### src/rtl/seg_scan_p2s_if.sv
// Segment-scan bus between the frame sequencer and its environment.
//   start   : frame request into the sequencer
//   seg_in  : byte returned by the segment mux for the current sel
//   sel     : digit select to the segment mux
//   sclk    : serial shift clock to the external chain
//   sdat    : serial data, stable across each sclk rising edge
//   sle     : latch strobe to the external chain
//   busy    : frame in progress
//   done    : one-cycle end-of-frame pulse
// master: the sequencer side. slave: the mux / chain / requester side.
interface seg_scan_p2s_if #(
  parameter int unsigned SEG_W = 8
);
  logic             start;
  logic [SEG_W-1:0] seg_in;
  logic [2:0]       sel;
  logic             sclk;
  logic             sdat;
  logic             sle;
  logic             busy;
  logic             done;

  modport master (
    input  start,
    input  seg_in,
    output sel,
    output sclk,
    output sdat,
    output sle,
    output busy,
    output done
  );

  modport slave (
    output start,
    output seg_in,
    input  sel,
    input  sclk,
    input  sdat,
    input  sle,
    input  busy,
    input  done
  );
endinterface

### src/rtl/seg_scan_p2s.sv
// Frame sequencer for the serial 7-segment display path. Steps the digit select of
// the segment-byte mux, captures each selected byte and shifts it MSB-first onto the
// serial segment chain, then pulses the chain latch.
//   clk    : system clock, all state on the rising edge
//   rst_n  : asynchronous active-low reset
//   bus    : seg_scan_p2s_if master (start/seg_in in; sel/sclk/sdat/sle/busy/done out)
// Parameters: DIGITS bytes per frame (2..8), SEG_W bits per byte,
// CLK_DIV clk cycles per sclk half-period (>=1).
module seg_scan_p2s #(
  parameter int unsigned DIGITS  = 8,
  parameter int unsigned SEG_W   = 8,
  parameter int unsigned CLK_DIV = 2
) (
  input  logic           clk,
  input  logic           rst_n,
  seg_scan_p2s_if.master bus
);

  localparam int unsigned DivW = (CLK_DIV > 1) ? $clog2(CLK_DIV) : 1;
  localparam int unsigned BitW = (SEG_W > 1) ? $clog2(SEG_W) : 1;

  localparam logic [DivW-1:0] DivLast = DivW'(CLK_DIV - 1);
  localparam logic [BitW-1:0] BitLast = BitW'(SEG_W - 1);
  localparam logic [2:0]      DigLast = 3'(DIGITS - 1);

  typedef enum logic [2:0] {
    StIdle,
    StLoad,
    StShiftLo,
    StShiftHi,
    StLatch,
    StDone
  } state_e;

  state_e           state_q, state_d;
  logic [DivW-1:0]  div_q, div_d;
  logic [BitW-1:0]  bit_q, bit_d;
  logic [2:0]       digit_q, digit_d;
  logic [SEG_W-1:0] shreg_q, shreg_d;

  logic div_last, bit_last, digit_last;

  assign div_last   = (div_q == DivLast);
  assign bit_last   = (bit_q == BitLast);
  assign digit_last = (digit_q == DigLast);

  // State register
  always_ff @(posedge clk or negedge rst_n) begin
    if (!rst_n) begin
      state_q <= StIdle;
    end else begin
      state_q <= state_d;
    end
  end

  // Next-state logic
  always_comb begin
    state_d = state_q;
    unique case (state_q)
      StIdle:    if (bus.start) state_d = StLoad;
      StLoad:    state_d = StShiftLo;
      StShiftLo: if (div_last) state_d = StShiftHi;
      StShiftHi: begin
        if (div_last) begin
          if (!bit_last)       state_d = StShiftLo;
          else if (digit_last) state_d = StLatch;
          else                 state_d = StLoad;
        end
      end
      StLatch:   if (div_last) state_d = StDone;
      StDone:    state_d = StIdle;
      default:   state_d = StIdle;
    endcase
  end

  // Datapath: phase divider, bit/digit counters and shift register
  always_comb begin
    div_d   = '0;
    bit_d   = bit_q;
    digit_d = digit_q;
    shreg_d = shreg_q;

    // Divider runs only in timed phases and restarts at every phase boundary.
    if ((state_q == StShiftLo || state_q == StShiftHi || state_q == StLatch) && !div_last) begin
      div_d = div_q + 1'b1;
    end

    unique case (state_q)
      StIdle: begin
        if (bus.start) digit_d = '0;
      end
      StLoad: begin
        shreg_d = bus.seg_in;
        bit_d   = '0;
      end
      StShiftHi: begin
        if (div_last) begin
          // Shift only after the HI phase so sdat holds across the sclk rise.
          shreg_d = shreg_q << 1;
          bit_d   = bit_last ? '0 : bit_q + 1'b1;
          if (bit_last && !digit_last) digit_d = digit_q + 1'b1;
        end
      end
      StDone: begin
        digit_d = '0;
      end
      default: ;
    endcase
  end

  always_ff @(posedge clk or negedge rst_n) begin
    if (!rst_n) begin
      div_q   <= '0;
      bit_q   <= '0;
      digit_q <= '0;
      shreg_q <= '0;
    end else begin
      div_q   <= div_d;
      bit_q   <= bit_d;
      digit_q <= digit_d;
      shreg_q <= shreg_d;
    end
  end

  // Output decode; everything derives from reset-cleared registers so an
  // asynchronous reset forces all outputs low immediately.
  always_comb begin
    bus.sel  = digit_q;
    bus.sclk = 1'b0;
    bus.sdat = 1'b0;
    bus.sle  = 1'b0;
    bus.busy = (state_q != StIdle);
    bus.done = 1'b0;
    unique case (state_q)
      StShiftLo: bus.sdat = shreg_q[SEG_W-1];
      StShiftHi: begin
        bus.sclk = 1'b1;
        bus.sdat = shreg_q[SEG_W-1];
      end
      StLatch:   bus.sle  = 1'b1;
      StDone:    bus.done = 1'b1;
      default: ;
    endcase
  end

endmodule
### src/flat_wrapper.sv
// flat-port wrapper written by rule: the top's interface ports become plain ports
module seg_scan_p2s_flat 
#(
  parameter int unsigned DIGITS  = 8,
  parameter int unsigned SEG_W   = 8,
  parameter int unsigned CLK_DIV = 2
)
  (clk, rst_n, bus_start, bus_seg_in, bus_sel, bus_sclk, bus_sdat, bus_sle, bus_busy, bus_done);
  seg_scan_p2s_if #(.SEG_W(SEG_W)) bus_i ();
  input  logic clk;
  input  logic rst_n;
  input wire logic [$bits(bus_i.start)-1:0] bus_start;
  input wire logic [$bits(bus_i.seg_in)-1:0] bus_seg_in;
  output wire logic [$bits(bus_i.sel)-1:0] bus_sel;
  output wire logic [$bits(bus_i.sclk)-1:0] bus_sclk;
  output wire logic [$bits(bus_i.sdat)-1:0] bus_sdat;
  output wire logic [$bits(bus_i.sle)-1:0] bus_sle;
  output wire logic [$bits(bus_i.busy)-1:0] bus_busy;
  output wire logic [$bits(bus_i.done)-1:0] bus_done;
  assign bus_i.start = bus_start;
  assign bus_i.seg_in = bus_seg_in;
  assign bus_sel = bus_i.sel;
  assign bus_sclk = bus_i.sclk;
  assign bus_sdat = bus_i.sdat;
  assign bus_sle = bus_i.sle;
  assign bus_busy = bus_i.busy;
  assign bus_done = bus_i.done;
  seg_scan_p2s #(.DIGITS(DIGITS), .SEG_W(SEG_W), .CLK_DIV(CLK_DIV)) u_core (.clk(clk), .rst_n(rst_n), .bus(bus_i));
endmodule
### config.mk
export PLATFORM = sky130hd
export DESIGN_NAME = seg_scan_p2s_flat
export DESIGN_NICKNAME = d
export VERILOG_FILES = /design/src/rtl/seg_scan_p2s_if.sv /design/src/rtl/seg_scan_p2s.sv /design/src/flat_wrapper.sv
export SDC_FILE = /design/constraint.sdc
export NUM_CORES = 1
export LEC_CHECK = 0
export ABC_AREA = 0
export BUFFER_PORTS_ARGS = -buffer_cell sky130_fd_sc_hd__buf_2
export CORE_MARGIN = 4
export CORE_UTILIZATION = 47
export CTS_CLUSTER_DIAMETER = 60
export DETAILED_ROUTE_END_ITERATION = 8
export GPL_TIMING_DRIVEN = 0
export PLACE_DENSITY = 0.73
export SLEW_MARGIN = 0
export SYNTH_ARGS = -nofsm -noshare
export SYNTH_HDL_FRONTEND = slang
export SYNTH_SLANG_ARGS = --single-unit
export TNS_END_PERCENT = 50
### constraint.sdc
create_clock -name clk -period 1.71 [get_ports clk]
set_clock_uncertainty 0.2 [all_clocks]
set_input_delay 0 -clock clk [delete_from_list [all_inputs] [get_ports clk]]
set_output_delay 0 -clock clk [all_outputs]
set_load 0.02 [all_outputs]
==> impl_results.md, run 1 <==
* Outcome: complete, no violations
* Detailed-route DRC error count at 0
* Worst path arrival time at 1.67 ns
* Hpwl dp at 1350 um
* Top-area cell type share of the netlist area at 49.5%
* Core Area at 1780 um2
* Largest net degree at the start of global routing at 19
* CP Launch Type: flop
* Overall routing resource usage at 17.4%
* H-tree depth at 1
* Final net count at 138
* Final Cycle Share at 98.5%
* Syn Nets at 99
* DP Worst Slack at -0.0673 ns
* Synthesized flop and latch total at 18
* Initial antenna violation count at 0
* Antenna Nets Post-Route at 0
* Post-synth EDFFs at 0
* Via count at 760
* Starting Density at 51.1%
* Number of global-route vias before repair at just under 800
* Detailed Route Iter0 Violations at between 40 and 50
* Final Non-Filler Cells at 147
* Synth area leader: dfrtp_1
* RSZ-0062 raised after global routing: yes
* Total gr overflow at 0
* Ant. Diodes at 0
* Clk slew on worst S/H paths at 0.10 ns
* Placer's final routability congestion estimate at about 0.84
* Fillers at 140
* Synth top area cells: dfrtp_1 (49%), a222oi_1 (7.7%), ha_1 (5.5%), inv_1 (5.4%), a22o_2 (4.4%)
* Number of vias per cell at approximately 5.2
* I/O Buffers at 18
* Power per cell area at 555 nW/um2
* Sequential element share of the synthesized area at 49.5%
* Max_cap viols at 0
* Die Wd at 52.0 um
* Slew margin rel. at about two thirds
* FFs w/ async S/R, synth at 100%
* Post-synth top cells: dfrtp_1 (18), inv_1 (13), a222oi_1 (7), nand2_1 (5)
* Top-count cell post-synth: dfrtp_1
* Leakage at 0.643 nW
* Synth warnings at 0
* Worst IR Drop VDD at 0.485 mV
* Post-Syn Instances at 84
* Clock tree buffer depth at 2
* Final Slew Violations at 0
* Number of distinct library cells after synthesis at 29
* Drt first pass iters at 5
* # IOs at 19
* Mapped Area at between 900 and 1000 um2
* DR WL/cell at about 13 um
* Crit path max fanout at 2
* Row count at 15
* Worst-margin pin slew at 0.475 ns
* Final Hold Viols at 0
* Layout area overhead at 39.1%
* Setup crit end kind: flop
* First-pass GRT wire length at 3560 um
* Root buffer selected by CTS: clkbuf_4
* Layout cells sized above 1 at 41.8%
* Final WL at 1940 um
* CTS Buf Count at 3
* Placed cell count at 127
* Die ar. at 2710 um2
* Final worst slack at 0.0254 ns
* Worst Path Required at 1.70 ns
* Area of placed instances at around 1100 um2
* Layout Utilization at 71.1%
* Die height at 52.0 um
* Tmin final at 1.68 ns
* Syn Area/Cell at between 10 and 15 um2
* Top_reg_cell synth: dfrtp_1
* Cell area after layout at 1270 um2
* Hold crit path type: in2reg
* CTS Sinks at 18
* Fmax at around 590 MHz
* Final setup fails at 0
* Clock latency on the worst-skew pair at 0.29 ns
* Worst Setup Path Type: reg2reg
* CTS tree: done
## layout make-up
class | count | area (um2) | area share (%)
Sequential cell | 18 | 454 | 35.8
Buffer | 4 | 37.5 | 2.96
Multi-Input combinational cell | 48 | 428 | 33.8
Clock buffer | 4 | 26.3 | 2.07
Tap cell | 25 | 31.3 | 2.47
Timing Repair Buffer | 34 | 238 | 18.8
Inverter | 14 | 52.6 | 4.15
## metrics by stage
step / setup TNS (ns) / hold WS [ns] / power, mW
finish: 0 / 0.272 / 0.703
CTS: -0.0176 / 0.270 / 0.706
global route: -0.116 / 0.307 / 0.735
detailed placement: -0.0673 / -0.249 / 0.473
floorplan: 0 / -0.496 / 0.451
global placement: -0.0381 / -0.251 / 0.472
## path summary, 6_finish.rpt
check,end,slack (ns),depth (start not counted),start
min in group asynchronous,u_core.bus.sel[2],0.49,3,rst_n
worst min register to register,u_core.shreg_q[4],0.30,2,u_core.shreg_q[4]
worst min-delay path,u_core.shreg_q[1],0.27,4,bus_seg_in[1]
worst max register to register,u_core.bus.sel[0],0.03,6,u_core.bus.sel[1]
worst max-delay path,u_core.bus.sel[0],0.03,6,u_core.bus.sel[1]
max in group asynchronous,u_core.bus.sel[1],0.52,3,rst_n
## registers in the layout, summed over array words and instances, names as in the netlist
name,count
u_core.bus.sel,3
u_core.bit_q,3
u_core.state_q,3
u_core.div_last,1
u_core.shreg_q,8
## cell usage in the layout (no fill, tap or decap), drive strengths merged
cell type / instances
nor3: 3
a31oi: 1
a222oi: 7
o22ai: 1
clkbuf: 4
nand3: 1
xor2: 1
ha: 4
buf: 27
nor2: 5
nand2b: 2
and4: 1
nor3b: 1
a21oi: 1
a22o: 4
o21ai: 3
mux2: 1
nand2: 5
dfrtp: 18
mux2i: 3
inv: 14
a211o: 1
nand3b: 1
or3: 1
o22a: 1
dlygate4sd3: 11
## kinds of logic (layout without fill, tap and decap cells)
group | after synthesis | count (layout) | synth area share (%)
compound gates | 19 | 19 | 18.1
xor+xnor | 1 | 1 | 0.962
fa+ha+maj | 4 | 4 | 5.49
buf+inv | 18 | 56 | 9.48
flops | 18 | 18 | 49.5
mux | 4 | 4 | 4.53
simple gates | 20 | 20 | 12.0
## timing repair
action,4_1_cts,5_1_grt
gates resized for setup,2,5
setup buffers,3,2
pin swaps,0,1
setup endpoints to repair,1,25
hold endpoints to repair,27,4
hold buffers,11,1
## layer usage
layer  track usage (%)  part of all wire, %  vias up  wire length, um
met5                 0                    0        -                0
met4              6.55                  1.3        0               25
met3              1.72                  3.6        4               69
met2              27.6                   52       15             1000
met1              24.4                   43      364              843
li1                  -                    -      377                -
## critical path, cell delays in order, from the launching register on
cell	delay, ns
dfrtp_2	0.44
ha_4	0.17
ha_4	0.15
nand2b_4	0.14
o22ai_2	0.10
o21ai_2	0.10
mux2_2	0.28
## power breakdown
part | switching, mW | internal, mW
registers | 0.00338 | 0.431
clock network | 0.129 | 0.0906
logic | 0.0195 | 0.0296
No activity file was read; power rests on OpenSTA's default activity.
==> run 2: changes to the inputs <==
ABC_AREA = 1   (was 0)
CORE_UTILIZATION = 48   (was 47)
PLACE_DENSITY = 0.74   (was 0.73)
==> run 2 against run 1 <==
  * Utilization decreased by 6.8 points
  * Synthesized area increased by 7.0%
  * Sequential power increased by 77%
  * Register-to-register slack improved by 0.11 ns
  * Non-clock buffer count decreased by 7
  * Clock-buffer cell count shrank 1
  * First-iteration DRC count is 28% lower
  * Setup slack improved by 0.11 ns
  * Fmax increased by 7.0%
  * Combinational power rose to 19 times the previous value
==> impl_results.md, run 2 <==
* Most frequent cells in the layout: nand2_1 (47), buf_2 (20), dfrtp_1 (18)
* Sw Share at 46.3% (+25 points)
* Root buffer selected by CTS: clkbuf_4
* CTS Buf Count at 3 (unchanged)
* Antenna Nets Post-Route at 0 (unchanged)
* # IOs at 19 (unchanged)
* Worst path arrival time at 1.70 ns (+0.03 ns)
* Max incr delay on CP at 1.08 ns (+0.64 ns)
* Hpwl dp at 1520 um (+12%)
* Final net count at 175 (+27%)
* Core Area at 1940 um2 (+8.9%)
* Clock tree buffer depth at 2 (unchanged)
* Post-synth top cells: nand2_1 (47), dfrtp_1 (18), nand3_1 (15), inv_1 (10), nor2_1 (10)
* I/O Buffers at 18 (unchanged)
* Detailed Route Iter0 Violations at 31 (-28%)
* Worst IR Drop VDD at 0.896 mV (+85%)
* Sequential element share of the synthesized area at 46.2% (-3.2 points)
* Synth area leader: dfrtp_1
* Power per cell area at 1540 nW/um2 (+180%)
* Seq pwr share at 39.9% (-22 points)
* Layout cells sized above 1 at 26.6% (-15 points)
* Die height at 53.1 um (+2.0%)
* Setup crit end kind: async pin
* Top-area cell type share of the netlist area at 46.2% (-3.2 points)
* Layout area overhead at 28.1%
* Detailed-route DRC error count at 0 (unchanged)
* Overall routing resource usage at 18.7% (+1.3 points)
* Worst-margin pin slew at 0.822 ns (+0.347 ns)
* DR WL/cell at 12.1 um (-8.1%)
* Clock share of power at 10.9% (-20 points)
* NetSw at 0.889 mW (+490%)
* Die ar. at 2820 um2 (+4.0%)
* Worst Path Required at 1.84 ns (+0.14 ns)
* Final setup fails at 0 (unchanged)
* Max_cap viols at 0 (unchanged)
* FFs w/ async S/R, synth at 100% (unchanged)
* Die Wd at 53.1 um (+2.0%)
* Critical path's slowest cell: dlygate4sd3_1
* CP Launch Type: primary input
* Starting Density at 50.2% (-0.89 points)
* Synth top area cells: dfrtp_1 (46%), nand2_1 (18%), nand3_1 (7.7%), ha_1 (5.1%), inv_1 (3.9%)
* Synth warnings at 0 (unchanged)
* Placed cell count at 171 (+35%)
* Post-Syn Instances at 126 (+50%)
* Fmax at 635 MHz (+7.0%)
* Outcome: complete, no violations
* Int Pwr at 1.03 mW (+87%)
* Drt first pass iters at 4 (-1)
* Clk slew on worst S/H paths at 0.09 ns (about the same)
* First-pass GRT wire length at 3780 um (+6.2%)
* CTS tree: done
* Number of distinct library cells after synthesis at 20 (-31%)
* Hold crit path type: in2reg
* Top reg by flops: u_core.shreg_q
* Final Hold Viols at 0 (unchanged)
* DP Worst Slack at 0.0789 ns (+0.146 ns)
* Most common cell after layout, fill and taps aside: nand2_1
* Cell area after layout at 1250 um2 (-1.5%)
* Final Slew Violations at 0 (unchanged)
* CP Cell Sequence: dlygate4sd3_1, buf_2, dlygate4sd3_1
* Number of global-route vias before repair at 912 (+19%)
* Number of vias per cell at 5.09 (-1.5%)
* Comb pwr share at 49.1% (+42 points)
* Area of placed instances at 1100 um2 (+4.0%)
* Mapped Area at 975 um2 (+7.0%)
* Total gr overflow at 0 (unchanged)
* Final worst slack at 0.135 ns (+0.110 ns)
* Slew margin rel. at 45.0% (-23 points)
* Post-synth EDFFs at 0 (unchanged)
* Final Non-Filler Cells at 185 (+26%)
* Most used cell, CP: dlygate4sd3_1
* Layout Utilization at 64.3% (-6.8 points)
* Worst Setup Path Type: in2async
* Hold WS at 0.0297 ns (-0.242 ns)
* H-tree depth at 1 (unchanged)
* Ant. Diodes at 0 (unchanged)
* Syn Area/Cell at 7.74 um2 (-29%)
* Syn Nets at 141 (+42%)
* Tmin final at 1.57 ns (-0.110 ns)
* Top_reg_cell synth: dfrtp_1
* Synthesized flop and latch total at 18 (unchanged)
* Critical path buffers and inverters at 3 (+3)
* Top-count cell post-synth: nand2_1
* Overall power at 1.92 mW (+170%)
* Clock latency on the worst-skew pair at 0.29 ns (about the same)
* Max reg flops at 8 (unchanged)
* Placer's final routability congestion estimate at 0.764 (-9.3%)
* Final WL at 2240 um (+16%)
* Leakage at 0.692 nW (+7.6%)
* Initial antenna violation count at 0 (unchanged)
* Setup TNS at 0 ns (unchanged)
* Largest net degree at the start of global routing at 19 (unchanged)
* Crit path max fanout at 18 (+16)
* Delay-heaviest family, CP: buffers and inverters
* Final Cycle Share at 92.1% (-6.4 points)
* Row count at 16 (+1)
* Via count at 942 (+24%)
* CTS Sinks at 18 (unchanged)
## run 2: area by class of cell
cell class / count / area [um2]
buffer: 2 / 10.0
clock buffer: 3 / 22.5
fill: 192 / 693
inverter: 14 / 53.8
multi-input combinational: 92 / 480
sequential: 18 / 450
tap: 27 / 33.8
timing repair buffer: 29 / 198
## run 2: logic make-up after synthesis
logic type               count (synthesis)  synth area share (%)
adder cells (fa/ha/maj)                  4                  5.13
flip-flops                              18                  46.2
AND/OR/NAND/NOR                         82                  37.9
buffers and inverters                   16                  6.55
AO/OA/AOI/OAI                            6                  4.24
## run 2: per-layer routing
layer	GRT usage, %	vias up	share of wire [%]
li1	-	462	-
met5	0	-	0
met2	31.0	30	48
met1	22.7	441	44
met3	3.38	9	4.5
met4	10.2	0	3.1
## run 2: worst paths after layout
kind | startpoint | to | slack, ns | cells after the start
min in group asynchronous | rst_n | u_core.bus.sel[1] | 0.67 | 3
max reg2reg | u_core.bit_q[0] | u_core.bus.sel[0] | 0.14 | 9
min reg2reg | u_core.shreg_q[4] | u_core.shreg_q[5] | 0.29 | 2
max in group clk | u_core.bit_q[0] | u_core.bus.sel[0] | 0.14 | 9
max | rst_n | u_core.bus.sel[0] | 0.14 | 3
min | bus_start | u_core.state_q[1] | 0.03 | 6
## run 2: what timing repair did
item                                    CTS  global route
gates resized for setup                   0             6
hold buffers                             10             0
hold endpoints to repair                 26             0
setup buffers                             0             1
endpoints found under the setup margin    0             5
## run 2: power by group through the flow
stage               logic [mW]  clock network, mW  registers (mW)
finish                   0.944              0.210           0.768
global route              1.08              0.237           0.792
CTS                      0.916              0.214           0.757
detailed placement       0.893                  0           0.764
global placement         0.852                  0           0.757
floorplan                0.655                  0           0.761
## run 2: worst reg2reg max path: stages (launching register included)
cell,delay (ns)
dfrtp_1,0.38
ha_1,0.17
ha_2,0.21
inv_2,0.05
nor2_2,0.12
nand2_2,0.09
nand3_4,0.09
nand2_2,0.08
nand2_1,0.06
nand2_1,0.04
